===== config.mk =====
export PLATFORM = sky130hd
export DESIGN_NAME = cache_arbiter
export DESIGN_NICKNAME = d
export VERILOG_FILES = /design/src/rtl/cache_arbiter_pkg.sv /design/src/rtl/cache_arbiter_select.sv /design/src/rtl/cache_arbiter.sv
export SDC_FILE = /design/constraint.sdc
export NUM_CORES = 1
export LEC_CHECK = 0
export BUFFER_PORTS_ARGS = -buffer_cell sky130_fd_sc_hd__buf_2
export CORE_AREA = 2 2 660 662
export CTS_BUF_LIST = sky130_fd_sc_hd__clkbuf_4 sky130_fd_sc_hd__clkbuf_8
export CTS_CLUSTER_SIZE = 12
export DETAILED_ROUTE_END_ITERATION = 16
export DIE_AREA = 0 0 662 664
export GPL_TIMING_DRIVEN = 0
export HOLD_SLACK_MARGIN = 0.05
export PLACE_DENSITY = 0.3
export SYNTH_ARGS = -nofsm -noshare
export SYNTH_HDL_FRONTEND = slang
export SYNTH_SLANG_ARGS = --single-unit

===== constraint.sdc =====
create_clock -name clk -period 2.2 [get_ports clk]
set_input_delay 0.22 -clock clk [delete_from_list [all_inputs] [get_ports clk]]
set_output_delay 0.22 -clock clk [all_outputs]
set_load 0.01 [all_outputs]

===== src/rtl/cache_arbiter_pkg.sv =====
// cache_arbiter_pkg: shared types and widths for the cache memory arbiter.
package cache_arbiter_pkg;
   localparam int CLINE_W = 256;
   localparam int OFFSET_W = 5;
   typedef enum logic [1:0] {IDLE, SERVE_I, SERVE_D, SERVE_PF} arb_state_t;
   typedef enum logic [1:0] {PORT_I, PORT_D, PORT_PF} arb_port_t;
endpackage


===== src/rtl/cache_arbiter_select.sv =====
// arb_select: picks the next requester; D/I ties go to whoever did not win last, PF only when both are quiet.
module arb_select
   import cache_arbiter_pkg::*;
(
   input  logic      i_req,
   input  logic      d_req,
   input  logic      pf_req,
   input  logic      last_grant,
   output arb_port_t port,
   output logic      valid
);
   // last_grant is 1 when D was the most recent D/I winner
   always_comb begin
      port = (i_req && d_req) ? (last_grant ? PORT_I : PORT_D) :
             d_req ? PORT_D : i_req ? PORT_I : PORT_PF;
      valid = i_req | d_req | pf_req;
   end
endmodule


===== src/rtl/cache_arbiter.sv =====
// cache_arbiter: shares one memory port among I-cache, D-cache and prefetcher with a 4-state FSM.
module cache_arbiter
   import cache_arbiter_pkg::*;
(
   input  logic               clk,
   input  logic               rst,
   input  logic               i_read,
   input  logic [31:0]        i_address,
   output logic [CLINE_W-1:0] i_rdata,
   output logic               i_resp,
   input  logic               d_read,
   input  logic               d_write,
   input  logic [31:0]        d_address,
   input  logic [CLINE_W-1:0] d_wdata,
   output logic [CLINE_W-1:0] d_rdata,
   output logic               d_resp,
   input  logic               pf_read,
   input  logic [31:0]        pf_address,
   output logic [CLINE_W-1:0] pf_rdata,
   output logic               pf_resp,
   output logic               mem_read,
   output logic               mem_write,
   output logic [31:0]        mem_address,
   output logic [CLINE_W-1:0] mem_wdata,
   input  logic [CLINE_W-1:0] mem_rdata,
   input  logic               mem_resp,
   output logic [7:0]         pf_starve_cnt
);
   localparam logic [31:0] LINE_MASK = ~((32'd1 << OFFSET_W) - 32'd1);
   arb_state_t state, state_n;
   arb_port_t  sel;
   logic       sel_valid, last_grant;
   arb_select u_sel (
      .i_req(i_read), .d_req(d_read | d_write), .pf_req(pf_read),
      .last_grant(last_grant), .port(sel), .valid(sel_valid)
   );
   assign i_rdata  = mem_rdata;
   assign d_rdata  = mem_rdata;
   assign pf_rdata = mem_rdata;
   always_ff @(posedge clk) begin
      if (rst) begin
         state         <= IDLE;
         last_grant    <= 1'b0;
         pf_starve_cnt <= 8'd0;
      end else begin
         state <= state_n;
         if (state == IDLE && sel_valid && sel != PORT_PF)
            last_grant <= (sel == PORT_D);
         if (state == IDLE && pf_read)
            pf_starve_cnt <= (sel == PORT_PF) ? 8'd0 :
                             (pf_starve_cnt == 8'hFF) ? pf_starve_cnt : pf_starve_cnt + 8'd1;
      end
   end
   // a pending writeback blocks the D read until the write has been acknowledged
   always_comb begin
      state_n     = state;
      mem_read    = 1'b0;
      mem_write   = 1'b0;
      mem_address = 32'd0;
      mem_wdata   = '0;
      i_resp      = 1'b0;
      d_resp      = 1'b0;
      pf_resp     = 1'b0;
      case (state)
         IDLE: if (sel_valid)
            state_n = (sel == PORT_D) ? SERVE_D : (sel == PORT_I) ? SERVE_I : SERVE_PF;
         SERVE_I: begin
            mem_read    = i_read;
            mem_address = i_address & LINE_MASK;
            i_resp      = mem_resp;
         end
         SERVE_D: begin
            mem_write   = d_write;
            mem_read    = d_read & ~d_write;
            mem_address = d_address & LINE_MASK;
            mem_wdata   = d_wdata;
            d_resp      = mem_resp;
         end
         SERVE_PF: begin
            mem_read    = pf_read;
            mem_address = pf_address & LINE_MASK;
            pf_resp     = mem_resp;
         end
         default: state_n = IDLE;
      endcase
      if (state != IDLE && mem_resp) state_n = IDLE;
   end
endmodule


### Yosys cells after proc, flatten, opt, wreduce, memory -nomap -nowiden

Index checks and enable logic that the tools add are counted.

* bits of input ports: 615
* register bits: 11
* output and inout port bits: 1069

* equal/unequal tests: 8
* add/subtract/negate cells: 1
* muxes and demuxes: 15
* reductions and logical operators: 11
* bitwise gates (word level): 5

Operators with widths (count)
* $mux W256: 1
* $pmux W32 S3: 1
* $mux W8: 2
* $mux W2: 5
* $add A8 B1 Y8 const B: 1
* $eq A8 B8 Y1 const B: 1
* $eq A2 B2 Y1 const B: 3
* $logic_and A1 B1 Y1: 5
* $mux W1: 5
* $eq A2 B1 Y1 const B: 2
* $logic_not A2 Y1: 2
* $ne A2 B2 Y1 const B: 2
* $reduce_and A2 Y1: 2
* $or A1 B1 Y1: 3
* $pmux W1 S3: 1
* $reduce_bool A2 Y1: 1
* $reduce_or A2 Y1: 1
* $and A1 B1 Y1: 1
* $not A1 Y1: 1

### Logic depth before layout (Yosys ltp)

Gate-level depths: netlist (run 1).

* word-level depth: 6
* gate-level depth with buffers: 5
* depth with buffers taken out: 5

### Hierarchy

From an unflattened synthesis (run 1), not the netlist that was laid out.

* cells, all modules: 1204
* area, all modules: 8759.7 sq um

By module, submodules not included
* cache_arbiter: area an instance 8742.1 sq um, times used 1, cells each 1201
* arb_select: area an instance 17.5 sq um, times used 1, cells each 3

### Least setup slack after synthesis (run 1)

No wires, ideal clock.

* kind: flip-flop to output port
* start point: register state[1]
* end point: output port mem_wdata[100]
* stages on the path, launching flop included: 6
* arrival: 1372 ps
* path buffers: 3
* setup slack: 608 ps
* data required time: 1980 ps
* cells stage by stage: dfxtp_1 > buf_6 > nor2b_1 > clkbuf_1 > clkbuf_1 > and2_1

* word-level cells in the longest chain between the ends: 2

RTL lines
* start: declaration: line cache_arbiter.sv:30 `arb_state_t state, state_n;`
* start signal: assignment: line cache_arbiter.sv:46 `state <= state_n;`
* $eq A2 B2 Y1: line cache_arbiter.sv:64 `case (state)`
* $mux W256: line cache_arbiter.sv:64
* end: declaration: line cache_arbiter.sv:24 `output logic [CLINE_W-1:0] mem_wdata,`

Every way passes these cells.

### Worst setup path in the final report (run 1)

* start point: register state[1]
* end point: output port mem_wdata[133]

Same word-level chain as after synthesis.

==> metrics.yaml, run 1 <==
status: "finished, final reports clean"
worstReg2RegEnd: "pf_starve_cnt[5]$_SDFFE_PP0P_"
startpoint_type: "flop"
routabilityCongestion: 0.9373
power.total_mw: 7.071
design_area_mm2: 0.02460
multi_input_area_mm2: 0.002729
wl_per_cell_um: 31.55
track_usage_pct: 11.55
setup_ws_ns: 0.1031
ys_types: 34
vias_per_cell: 1.653
powerDensity_mw_per_mm2: 287.5
clk_pin_slew_ns: 0.10
mostFrequentLayoutCells: "buf_2 (1,264), buf_4 (841), and2_1 (199)"
cts_buffers: 3
htree_num_levels: 1
whs_endpoint: "last_grant$_SDFFE_PP0P_"
grt_pass1_vias: 12931
fin_worst_skew_ns: 0.03394
dpl_cell_area_mm2: 0.02299
routed_wirelength_um: 265600
total_leakage_power_nw: 11.40
ff_latch_area_um2: 227.7
rows: 242
drive_gt1_share_pct: 88.74
ys_warn_count: 0
ys_seq_area_share_pct: 2.519
rr_startpoint: "state[0]$_SDFFE_PP0P_"
cp-end-kind: "output port"
worstRegToRegCells: 7
coreArea_mm2: 0.4327
path_max_fanout: 10
grt_pass1_wl_um: 292100
finalCriticalPeriod_ns: 2.097
antenna_found_initial: 221
globalRouteOverflowTotal: 0
synth_area_leaders: "buf_4 (66%), and2_1 (19%), mux2_2 (3.5%)"
dieHeight_um: 664
synth_area_mm2: 0.008741
crit_arrival_ns: 1.88
dr.pass1.iters: 5
slew-limit-headroom_pct: 42.57
use_met2_pct: 23.10
die_area_mm2: 0.4396
final_common_cell: "buf_2"
synth_seq_cells: 11
hold_depth: 2
cts_root_buf: "clkbuf_8"
slew_violations: 0
ctsLongestPathBuffers: 2
worstMarginPinSlew_ns: 0.8587
setup_viol: 0
hold_viol_final: 0
ant_nets: 0
grt_max_degree: 11
nNetsFinal: 3246
area_growth_pct: 181.4
synth_top_cell_area_share_pct: 66.39
start_util_pct: 2.020
vdd_drop_max_uv: 158.0
gr-usage-met3_pct: 7.023
timing.hold.ws_ns: 0.2249
drt_iter0_drc: 613
place_hpwl_um: 257000
reg2reg_slack_ns: 0.22
post-place-ws_ns: -0.9768
synth_cells: 1196
syn_area_per_cell_um2: 7.308
min_path_type: "input pin to flop"
busiest_layer: "met2"
required_ns: 1.98
drcViolationCount: 0
maxCapViolCount: 0
yosysTopAreaCell: "buf_4"
nFillCells: 51530
use_met1_pct: 9.596
worstSetupPathType: "flop to output port"
fmax_mhz: 476.9
min_from: "i_read"
cts_hold_buf: 0
ios: 1684
postLayoutCoreUtil_pct: 5.685
portBuffers: 1407
cts_sinks: 11
vias: 13918
die_w_um: 662
clock_latency_ns: 0.32
tritoncts: "done"
final.period_utilization_pct: 95.31
==> cell usage after synthesis (all sizes together) <==
| cell type | count |
|---|---|
| a21o | 1 |
| a21oi | 6 |
| a22o | 28 |
| a311oi | 1 |
| and2 | 259 |
| and3 | 2 |
| and4 | 1 |
| buf | 776 |
| clkbuf | 36 |
| conb | 1 |
| dfxtp | 11 |
| ha | 1 |
| mux2 | 27 |
| mux2i | 1 |
| nand2 | 5 |
| nand2b | 2 |
| nand3 | 2 |
| nand4 | 1 |
| nand4b | 1 |
| nor2 | 9 |
| nor2b | 6 |
| nor3 | 1 |
| nor3b | 1 |
| o2111ai | 2 |
| o211ai | 1 |
| o21ai | 4 |
| o311ai | 1 |
| o31ai | 2 |
| or2 | 1 |
| or4 | 2 |
| xor2 | 4 |
==> worst max path at each step <==
stage / startpoint / to / cells past startpoint
floorplan: state[1]$_SDFFE_PP0P_ / mem_wdata[100] / 5
global placement: state[1]$_SDFFE_PP0P_ / mem_wdata[142] / 6
detailed placement: state[1]$_SDFFE_PP0P_ / mem_wdata[244] / 6
CTS: state[1]$_SDFFE_PP0P_ / mem_wdata[218] / 9
global route: state[1]$_SDFFE_PP0P_ / mem_wdata[133] / 6
finish: state[1]$_SDFFE_PP0P_ / mem_wdata[133] / 6
==> repair_timing <==
item | CTS | global route
setup buffers | 8 | 5
endpoints found under the setup margin | 286 | 177
endpoints found under the hold margin | 0 | 0
gates cloned | 8 | 1
gates resized for setup | 369 | 27
pin swaps | 27 | 1
==> registers in the layout, summed over array words and instances (netlist names) <==
register and count:
last_grant 1, state 2, pf_starve_cnt 8
==> critical path: stages, from the launching register on <==
cell       delay, ns
dfxtp_4         0.38
nor2b_4         0.16
buf_12          0.14
clkbuf_16       0.18
clkbuf_2        0.21
and2_1          0.27
buf_2           0.18
==> report_power, final <==
| group | total, mW | switching (mW) | internal, mW |
|---|---|---|---|
| Combinational | 6.53 | 3.72 | 2.81 |
| Clock | 0.305 | 0.163 | 0.143 |
| Sequential | 0.232 | 0.0190 | 0.213 |
| Total | 7.07 | 3.91 | 3.17 |
==> layout make-up <==
type / instances / share of cell area, %
plain buffers: 809 / 25.09
multi-input cells: 377 / 11.09
flip-flops and latches: 11 / 0.9258
diodes: 56 / 0.5697
clock buffers: 4 / 0.1984
repair buffers: 1428 / 32.96
well taps: 5734 / 29.17
==> per-stage QoR <==
stage / TNS [ns] / std cells
floorplan: 0 / 1200
global route: -0.002165 / 8383
finish: 0 / 8419
CTS: -1.491 / 8360
global placement: -335.91 / 8341
detailed placement: -178.94 / 8342
==> routing by layer <==
layer	vias to the layer above	share of wire (%)	routed length (um)
li1	5839	-	-
met1	6309	28	74800
met2	1333	55	146500
met3	407	14	37990
met4	30	2.3	6123
met5	-	0.073	194
==> kinds of logic after synthesis <==
logic type	count (synthesis)	synth area share, %
buffers and inverters	812	68.24
and+or+nand+nor	293	20.88
AOI/OAI and AO/OA	46	4.180
muxes	28	3.593
DFF	11	2.519
xor gates and xnor gates	4	0.4008
adders and majority gates	1	0.1431
other	1	0.04290
No activity file was read; power rests on OpenSTA's default activity.
==> run 2, diff against run 1 <==
PLACE_DENSITY = default   (was 0.3)
==> run 2 against run 1 <==
Sequential power is 3% lower; sequential share of layout area is essentially flat; non-clock buffer count is 4 lower; global-route usage grew 4.2 points.
==> metrics.yaml, run 2 (synthesis gave the netlist of run 1 again) <==
status: "finished, final reports clean"
min_from: "rst"
largest_reg_flops: 8
cts_root_buf: "clkbuf_8"
ctsLongestPathBuffers: 2
ios: 1684
wl_per_cell_um: 42.43
coreArea_mm2: 0.4327
maxCapViolCount: 0
final.period_utilization_pct: 98.88
slew-limit-headroom_pct: 46.57
crit_arrival_ns: 1.96
antenna_found_initial: 365
worstRegToRegCells: 7
die_w_um: 662
start_util_pct: 2.020
globalRouteOverflowTotal: 0
vdd_drop_max_uv: 199.4
clock_latency_ns: 0.32
postLayoutCoreUtil_pct: 5.765
regMostFlops: "pf_starve_cnt"
final_cells: 8488
final.setup.tns_ns: 0
slew_violations: 0
worst-path-stages: 8
power.total_mw: 7.643
powerDensity_mw_per_mm2: 306.4
grt_pass1_vias: 12950
htree_num_levels: 1
area_growth_pct: 185.4
fmax_mhz: 459.7
routed_wirelength_um: 360100
crit_slowest_cell: "dfxtp_1"
rr_startpoint: "state[1]$_SDFFE_PP0P_"
portBuffers: 1407
cts_hold_buf: 0
die_area_mm2: 0.4396
min_path_type: "input pin to flop"
drcViolationCount: 0
setup_viol: 0
fin_worst_skew_ns: 0.03673
finalCriticalPeriod_ns: 2.175
timing.hold.ws_ns: 0.2776
mostFrequentLayoutCells: "buf_2 (1,228), buf_4 (838), and2_1 (218)"
reg.largest.list: "pf_starve_cnt x8, state x2, last_grant x1"
crit_start: "state[0]$_SDFFE_PP0P_"
cts_buffers: 3
design_area_mm2: 0.02495
routabilityCongestion: 0.9399
critPathTopFamily: "buffers and inverters"
post-place-ws_ns: -1.366
vias_per_cell: 1.858
drt_iter0_drc: 923
clk_pin_slew_ns: 0.11
final_common_cell: "buf_2"
cp-end-kind: "output port"
startpoint_type: "flop"
rows: 242
total_leakage_power_nw: 11.39
drive_gt1_share_pct: 88.15
worstMarginPinSlew_ns: 0.7988
worstSetupPathType: "flop to output port"
grt_pass1_wl_um: 385100
tritoncts: "done"
dieHeight_um: 664
rsz0062_at_grt: "true"
ant_nets: 0
nNetsFinal: 3242
nFillCells: 51263
vias: 15768
dr.pass1.iters: 5
grt_max_degree: 11
required_ns: 1.98
dpl_cell_area_mm2: 0.02300
hold_depth: 2
track_usage_pct: 15.70
cts_sinks: 11
path_max_fanout: 9
place_hpwl_um: 339500
setup_ws_ns: 0.02472
numPlacedInstances: 8342
hold_viol_final: 0
critical_path_buf_inv_count: 6
worstPathCellList: "buf_6 > nor2b_4 > buf_12 > clkbuf_16 > buf_16 > clkbuf_16 > and2_4 > buf_12"
slowest_delay_ns: 0.32
run 2: cell count changes in the layout (fill, tap and decap cells not counted), moves of 6 or more:
cell and change:
buf_12 +15, and2_4 -18, buf_6 -6, clkbuf_4 +42, buf_2 -36, diode_2 +73, and2_1 +19, clkbuf_8 -8
run 2: layer usage:
layer	global-route usage (%)	share of wire, %	up-vias
met4	2.183	2.7	56
li1	-	-	5929
met3	9.849	15	734
met2	30.49	53	2087
met1	13.62	29	6962
met5	0.1097	0.16	-
run 2: layout make-up:
| cell class | instances | area (um^2) | area share (%) |
|---|---|---|---|
| repair buffers | 1421 | 8228 | 32.98 |
| well taps | 5734 | 7174 | 28.76 |
| plain buffers | 812 | 6226 | 24.96 |
| multi-input cells | 377 | 2725 | 10.92 |
| diodes | 129 | 322.8 | 1.294 |
| flip-flops and latches | 11 | 221.5 | 0.8878 |
| clock buffers | 4 | 48.80 | 0.1956 |
run 2: final timing paths:
path | to | slack (ns)
max | mem_wdata[101] | 0.02
min | pf_starve_cnt[1]$_SDFFE_PP0P_ | 0.28
max reg2reg | pf_starve_cnt[5]$_SDFFE_PP0P_ | 0.36
min reg2reg | last_grant$_SDFFE_PP0P_ | 0.53
run 2: where the power goes:
group / internal [mW] / leakage [nW] / switching [mW]
registers: 0.212 / 0.0899 / 0.0117
logic: 2.83 / 11.3 / 4.28
clock network: 0.143 / 0.0270 / 0.165
run 2: what timing repair did:
action,CTS,global route
pin swaps,22,2
hold endpoints to repair,0,0
buffers inserted,8,2
gates resized for setup,324,176
endpoints found under the setup margin,288,206
cloned,3,0
